$ cat config.mk
export PLATFORM = sky130hd
export DESIGN_NAME = pipeline_sequencer
export DESIGN_NICKNAME = d
export VERILOG_FILES = /design/src/rtl/pipeline_sequencer_pkg.sv /design/src/rtl/pipeline_sequencer_hazard_detect.sv /design/src/rtl/pipeline_sequencer.sv
export SDC_FILE = /design/constraint.sdc
export NUM_CORES = 1
export LEC_CHECK = 0
export CAP_MARGIN = 20
export CORE_MARGIN = 3
export CORE_UTILIZATION = 49
export DETAILED_ROUTE_END_ITERATION = 8
export DONT_BUFFER_PORTS = 1
export GPL_TIMING_DRIVEN = 0
export SLEW_MARGIN = 25
export SYNTH_ARGS = -nofsm -noshare
export SYNTH_HDL_FRONTEND = slang
export SYNTH_SLANG_ARGS = --single-unit
export TNS_END_PERCENT = 50
$ cat constraint.sdc
create_clock -name clk -period 2.4 [get_ports clk]
set_clock_uncertainty 0.1 [all_clocks]
set_input_delay 0.24 -clock clk [delete_from_list [all_inputs] [get_ports clk]]
set_output_delay 0.24 -clock clk [all_outputs]
set_load 0.01 [all_outputs]
$ cat src/rtl/pipeline_sequencer_pkg.sv
// -----------------------------------------------------------------------------
// pipeline_sequencer_pkg
// Shared constants for the 5-stage pipeline sequencing logic:
//   - debug/run FSM state encodings (3-bit, visible on o_state)
//   - architectural register index 0 (never a real data dependency)
//   - default number of drain cycles after HALT leaves ID
// -----------------------------------------------------------------------------
package pipeline_sequencer_pkg;

    localparam logic [2:0] ST_IDLE   = 3'd0;
    localparam logic [2:0] ST_RUN    = 3'd1;
    localparam logic [2:0] ST_STEP   = 3'd2;
    localparam logic [2:0] ST_DRAIN  = 3'd3;
    localparam logic [2:0] ST_HALTED = 3'd4;

    localparam logic [4:0] REG_ZERO = 5'd0;

    localparam int DRAIN_CYCLES_DEF = 3;

endpackage

$ cat src/rtl/pipeline_sequencer_hazard_detect.sv
// -----------------------------------------------------------------------------
// hazard_detect
// Combinational load-use compare between the instruction in ID and a load
// sitting in ID/EX. Gating by freeze/FSM state is left to the caller so the
// same compare can be reused by the forwarding logic.
// Ports:
//   i_id_rs, i_id_rt    source registers of the ID instruction
//   i_id_uses_rt        ID instruction actually reads rt
//   i_idex_rt           destination of the instruction in ID/EX
//   i_idex_memRead      ID/EX instruction is a load
//   o_hazard            1 = ID must wait one cycle for the load data
// -----------------------------------------------------------------------------
module hazard_detect
    import pipeline_sequencer_pkg::*;
(
    input  logic [4:0] i_id_rs,
    input  logic [4:0] i_id_rt,
    input  logic       i_id_uses_rt,
    input  logic [4:0] i_idex_rt,
    input  logic       i_idex_memRead,
    output logic       o_hazard
);

    logic w_rs_match;
    logic w_rt_match;

    assign w_rs_match = (i_idex_rt == i_id_rs);
    // rt only counts when the ID instruction really reads it (I-type loads/ALU use rt as destination)
    assign w_rt_match = i_id_uses_rt && (i_idex_rt == i_id_rt);

    // Register 0 is hardwired, so a load targeting it never creates a dependency
    assign o_hazard = i_idex_memRead && (i_idex_rt != REG_ZERO) && (w_rs_match || w_rt_match);

endmodule

$ cat src/rtl/pipeline_sequencer.sv
// -----------------------------------------------------------------------------
// pipeline_sequencer
// Central sequencing controller of the 5-stage pipeline. Owns the global
// freeze (hold) for all pipeline registers, the load-use bubble request, the
// PC / IF-ID write enables and the IF-ID flush. Runs the debug
// run/step/halt FSM and drains the pipeline after a HALT instruction.
// Ports:
//   clk, i_reset (async, active-low)
//   i_run_cmd / i_step_cmd / i_halt_cmd   debug command pulses
//   i_id_rs, i_id_rt, i_id_uses_rt        ID instruction sources
//   i_idex_rt, i_idex_memRead             load in ID/EX
//   i_ex_branch_taken                     taken branch/jump resolved in EX
//   i_id_is_halt                          HALT decoded in ID
//   o_freeze                              1 = hold every pipeline register
//   o_stall                               bubble into ID/EX
//   o_pc_write, o_ifid_write              update enables
//   o_flush                               clear IF/ID to NOP
//   o_state                               FSM state
//   o_halted                              program finished
//   o_step_done                           pulse after a single step
//   o_cycle_count                         saturating count of unfrozen cycles
// -----------------------------------------------------------------------------
module pipeline_sequencer
    import pipeline_sequencer_pkg::*;
#(
    parameter int DRAIN_CYCLES = DRAIN_CYCLES_DEF,
    parameter int CNT_W        = 32
) (
    input  logic             clk,
    input  logic             i_reset,
    input  logic             i_run_cmd,
    input  logic             i_step_cmd,
    input  logic             i_halt_cmd,
    input  logic [4:0]       i_id_rs,
    input  logic [4:0]       i_id_rt,
    input  logic             i_id_uses_rt,
    input  logic [4:0]       i_idex_rt,
    input  logic             i_idex_memRead,
    input  logic             i_ex_branch_taken,
    input  logic             i_id_is_halt,
    output logic             o_freeze,
    output logic             o_stall,
    output logic             o_pc_write,
    output logic             o_ifid_write,
    output logic             o_flush,
    output logic [2:0]       o_state,
    output logic             o_halted,
    output logic             o_step_done,
    output logic [CNT_W-1:0] o_cycle_count
);

    localparam int               DRN_W   = (DRAIN_CYCLES < 2) ? 1 : $clog2(DRAIN_CYCLES + 1);
    localparam logic [DRN_W-1:0] DRN_ONE = DRN_W'(1);
    localparam logic [DRN_W-1:0] DRN_LD  = DRN_W'(DRAIN_CYCLES);
    localparam logic [CNT_W-1:0] CNT_ONE = CNT_W'(1);
    localparam logic [CNT_W-1:0] CNT_MAX = {CNT_W{1'b1}};

    logic [2:0]       r_state;
    logic [2:0]       w_state_nxt;
    logic [DRN_W-1:0] r_drain;
    logic [CNT_W-1:0] r_cycle_count;
    logic             r_step_done;

    logic w_freeze;
    logic w_active;
    logic w_hazard_raw;
    logic w_hazard;
    logic w_halt_det;

    hazard_detect u_hazard_detect (
        .i_id_rs        (i_id_rs),
        .i_id_rt        (i_id_rt),
        .i_id_uses_rt   (i_id_uses_rt),
        .i_idex_rt      (i_idex_rt),
        .i_idex_memRead (i_idex_memRead),
        .o_hazard       (w_hazard_raw)
    );

    // Freeze depends on registered state only; IDLE, HALTED and any illegal code hold the pipe
    assign w_freeze = !((r_state == ST_RUN) || (r_state == ST_STEP) || (r_state == ST_DRAIN));
    // RUN/STEP are the only states where the ID instruction may advance normally
    assign w_active = (r_state == ST_RUN) || (r_state == ST_STEP);
    assign w_hazard = w_active && w_hazard_raw;
    // A HALT behind a taken branch is on the wrong path and must not be honoured
    assign w_halt_det = w_active && i_id_is_halt && !i_ex_branch_taken;

    // Next-state logic of the debug run/step/halt FSM
    always_comb begin
        w_state_nxt = r_state;
        case (r_state)
            ST_IDLE: begin
                if (i_halt_cmd) begin
                    w_state_nxt = ST_IDLE;
                end else if (i_step_cmd) begin
                    w_state_nxt = ST_STEP;
                end else if (i_run_cmd) begin
                    w_state_nxt = ST_RUN;
                end else begin
                    w_state_nxt = ST_IDLE;
                end
            end
            ST_RUN: begin
                if (i_halt_cmd) begin
                    w_state_nxt = ST_IDLE;
                end else if (w_halt_det) begin
                    w_state_nxt = ST_DRAIN;
                end else begin
                    w_state_nxt = ST_RUN;
                end
            end
            ST_STEP: begin
                if (w_halt_det) begin
                    w_state_nxt = ST_DRAIN;
                end else begin
                    w_state_nxt = ST_IDLE;
                end
            end
            ST_DRAIN: begin
                // <= also catches a zero-length drain configuration
                if (r_drain <= DRN_ONE) begin
                    w_state_nxt = ST_HALTED;
                end else begin
                    w_state_nxt = ST_DRAIN;
                end
            end
            ST_HALTED: begin
                w_state_nxt = ST_HALTED;
            end
            default: begin
                w_state_nxt = ST_IDLE;
            end
        endcase
    end

    // Same-cycle pipeline controls: must block the very edge that would move the pipe
    always_comb begin
        o_stall      = 1'b0;
        o_flush      = 1'b0;
        o_pc_write   = 1'b0;
        o_ifid_write = 1'b0;
        if (w_freeze) begin
            o_stall      = 1'b0;
            o_flush      = 1'b0;
            o_pc_write   = 1'b0;
            o_ifid_write = 1'b0;
        end else if (r_state == ST_DRAIN) begin
            // HALT parked in IF/ID; feed bubbles until older instructions retire
            o_stall      = 1'b1;
            o_flush      = 1'b0;
            o_pc_write   = 1'b0;
            o_ifid_write = 1'b0;
        end else if (i_ex_branch_taken) begin
            // ID holds a wrong-path instruction, so its load-use stall is moot
            o_stall      = 1'b0;
            o_flush      = 1'b1;
            o_pc_write   = 1'b1;
            o_ifid_write = 1'b1;
        end else if (w_halt_det) begin
            o_stall      = w_hazard;
            o_flush      = 1'b0;
            o_pc_write   = 1'b0;
            o_ifid_write = 1'b0;
        end else if (w_hazard) begin
            o_stall      = 1'b1;
            o_flush      = 1'b0;
            o_pc_write   = 1'b0;
            o_ifid_write = 1'b0;
        end else begin
            o_stall      = 1'b0;
            o_flush      = 1'b0;
            o_pc_write   = 1'b1;
            o_ifid_write = 1'b1;
        end
    end

    // FSM state register
    always_ff @(posedge clk or negedge i_reset) begin
        if (!i_reset) begin
            r_state <= ST_IDLE;
        end else begin
            r_state <= w_state_nxt;
        end
    end

    // Drain counter: loaded on HALT detection, counts down while draining
    always_ff @(posedge clk or negedge i_reset) begin
        if (!i_reset) begin
            r_drain <= '0;
        end else if (w_halt_det) begin
            r_drain <= DRN_LD;
        end else if ((r_state == ST_DRAIN) && (r_drain != '0)) begin
            r_drain <= r_drain - DRN_ONE;
        end else begin
            r_drain <= r_drain;
        end
    end

    // Saturating count of unfrozen cycles
    always_ff @(posedge clk or negedge i_reset) begin
        if (!i_reset) begin
            r_cycle_count <= '0;
        end else if (!w_freeze && (r_cycle_count != CNT_MAX)) begin
            r_cycle_count <= r_cycle_count + CNT_ONE;
        end else begin
            r_cycle_count <= r_cycle_count;
        end
    end

    // Step-done pulse in the cycle after the single unfrozen STEP cycle
    always_ff @(posedge clk or negedge i_reset) begin
        if (!i_reset) begin
            r_step_done <= 1'b0;
        end else begin
            r_step_done <= (r_state == ST_STEP);
        end
    end

    assign o_freeze      = w_freeze;
    assign o_halted      = (r_state == ST_HALTED);
    assign o_state       = r_state;
    assign o_step_done   = r_step_done;
    assign o_cycle_count = r_cycle_count;

endmodule

==> impl_metrics.tcl <==
set metrics [dict create \
    status "finished clean" \
    crit_path_cell_trace "buf_4 -> xnor2_1 -> or4b_4 -> and4_1 -> buf_4" \
    num_rows 23 \
    vias 1652 \
    fp.dieW_um 72.1 \
    clkSinkCount 38 \
    arrival_ns 1.98 \
    cp-start-kind "flop" \
    path_buf_inv 2 \
    hpwlAfterDp_um 3510 \
    synthCells 214 \
    crit_type "reg -> out" \
    drv_cap 0 \
    max-vdd-ir-drop_mv 0.489 \
    max_freq_ghz 0.430 \
    synth_area_leaders "dfrtp_1 44%, xor2_1 8.2%, xnor2_1 7.8%, nand4_1 5.3%, nand3_1 3.7%" \
    io_pins 66 \
    grt_setup_unrepaired "no" \
    finalSetupViolCount 0 \
    drtIter0Drc 72 \
    layout_min_cycle_time_ns 2.32 \
    vias_per_cell 6.03 \
    cpPeakStageDelay_ns 0.54 \
    ys.warnings.count 0 \
    synth_flop_cell "dfrtp_1" \
    slew_violations 0 \
    tightest_slew_ns 0.635 \
    async_flop_share_pct 100 \
    final_antenna_net_count 0 \
    wirelength_um 4760 \
    yosysMostFrequentCell "dfrtp_1" \
    worst_hold_slack_ns 0.0107 \
    wl_met1_um 2000 \
    grt_max_degree 39 \
    cts_tree "done" \
    routedWlPerCell_um 17.4 \
    slew_headroom_pct 57.1 \
    crit_fanout 8 \
    antenna_found_initial 0 \
    synth_top_area_share_pct 44.4 \
    yosysTopAreaCell "dfrtp_1" \
    final_nets 250 \
    start_util_pct 52.1 \
    htreeDepth 2 \
    antenna_cells 0 \
    clockBufferDepth 2 \
    gp_congestion 0.805 \
    post-route-period-util_pct 96.8 \
    routed.top_layer "met4" \
    crit_family "simple AND/OR/NAND/NOR gates" \
    coreArea_sq_um 4120 \
    grt_pass1_wl_um 7980 \
    p_per_area_nw_per_um2 830 \
    worstSkewPairLatency_ns 0.29 \
    dr.pass1.iters 4 \
    fin_setup_tns_ns 0 \
    synthTopCellsByCount "38 x dfrtp_1, 20 x xor2_1, 19 x xnor2_1, 18 x nand4_1" \
    drive_above_1_share_pct 12.5 \
    power.total_mw 1.95 \
    hold_class "in -> reg" \
    ys_types 42 \
    crit_path_frequent_cell "buf_4" \
    leakage_nw 1.06 \
    end_kind "output pin" \
    clkTransAtPathRegs_ns 0.08 \
    synth_edf_count 0 \
    cts_buffers 5 \
    grt_pass1_vias 1651 \
    hold_viol 0 \
    wl_met3_um 325 \
    worstPathRequired_ns 2.06 \
    io_buffers 0 \
    dieArea_sq_um 5200 \
    die_y_um 72.1 \
    cts_root_buffer "clkbuf_8" \
    syn_area_sq_um 2140 \
    syn_avg_cell_area_sq_um 10.0 \
    overflow 0 \
    synth-seq-cells 38 \
    area_growth_pct 9.64 \
    layoutNonFillerInstCount 274 \
    track_usage_pct 19.5 \
    drc 0 \
    dp_cells 264 \
    yosysSeqAreaShare_pct 44.4 \
    met2_wirelength_um 2380 \
    synth_nets 241 \
    crit_slowest_cell "or4b_4" \
]
==> state kept, by name, summed over array words and instances, names as in the netlist <==
register	cells
o_cycle_count	32
o_state	3
r_drain	2
o_step_done	1
==> worst register-to-register path, delay by kind of cell, from the launching register on <==
family / cells / cell delay, ns
and+or+nand+nor: 4 / 1.19
adders and majority gates: 1 / 0.23
DFF: 1 / 0.48
xor gates and xnor gates: 1 / 0.14
==> logic make-up after synthesis <==
| group | share of synthesized area [%] |
|---|---|
| xor gates and xnor gates | 15.9 |
| muxes | 1.17 |
| adders and majority gates | 1.75 |
| AOI/OAI and AO/OA | 4.91 |
| DFF | 44.4 |
| buffers and inverters | 2.45 |
| and+or+nand+nor | 29.4 |
==> power by group <==
part | internal, mW | leakage [nW] | switching [mW] | total, mW
clock | 0.306 | 0.0579 | 0.223 | 0.529
sequential | 0.729 | 0.510 | 0.163 | 0.892
combinational | 0.211 | 0.496 | 0.316 | 0.527
total | 1.25 | 1.06 | 0.702 | 1.95
==> per-stage QoR <==
stage          instance area, sq um  setup slack (ns)  util [%]
4_1_cts                        2350            0.0691      57.0
2_1_floorplan                  2140             0.479         -
3_5_place_dp                   2200             0.184      53.6
6_report                       2350            0.0771      57.1
5_1_grt                        2350           0.00256      57.1
3_3_place_gp                   2200             0.272      53.6
==> worst paths after layout <==
kind / slack [ns] / startpoint / cells after the start / endpoint
setup / recovery: 0.08 / o_state[0]$_DFF_PN0_ / 5 / o_pc_write
hold / removal: 0.01 / i_halt_cmd / 3 / o_state[1]$_DFF_PN0_
setup reg to reg: 0.17 / o_cycle_count[0]$_DFFE_PN0P_ / 6 / o_cycle_count[6]$_DFFE_PN0P_
hold reg to reg: 0.48 / o_cycle_count[14]$_DFFE_PN0P_ / 1 / o_cycle_count[14]$_DFFE_PN0P_
max in group asynchronous: 1.71 / i_reset / 2 / o_cycle_count[3]$_DFFE_PN0P_
min in group asynchronous: 0.29 / i_reset / 2 / o_cycle_count[23]$_DFFE_PN0P_
==> metal layers <==
metal / GRT usage [%] / up-vias
li1: - / 788
met1: 25.1 / 805
met2: 30.6 / 55
met3: 6.37 / 4
met4: 7.31 / 0
met5: 0 / -
==> placed cells by master (no fill, tap or decap), types with 3 or more instances in the layout <==
master,count
xnor2_1,19
a21oi_1,5
and4_1,3
nand3_1,16
xor2_1,20
ha_1,3
inv_1,4
nor3_1,10
nand2_1,15
nor2_1,16
nand4_1,18
clkbuf_8,5
nor3_2,3
o21ai_0,4
buf_4,3
and3_1,4
dfrtp_1,38
==> repair_timing <==
item	CTS	global route
setup buffers	0	0
setup endpoints to repair	1	1
gates resized for setup	1	2
hold buffers	2	0
hold endpoints to repair	38	0
pin swaps	0	0
==> cell type report <==
cell class                 instances  area (sq um)
clock inverter                     3          40.0
inverter                           5          18.8
sequential                        38           951
buffer                             6          35.0
fill                             382          1770
multi-input combinational        165          1140
timing repair buffer               2          30.0
tap                               50          62.6
clock buffer                       5          68.8
Power figures use the tool's default switching activity.
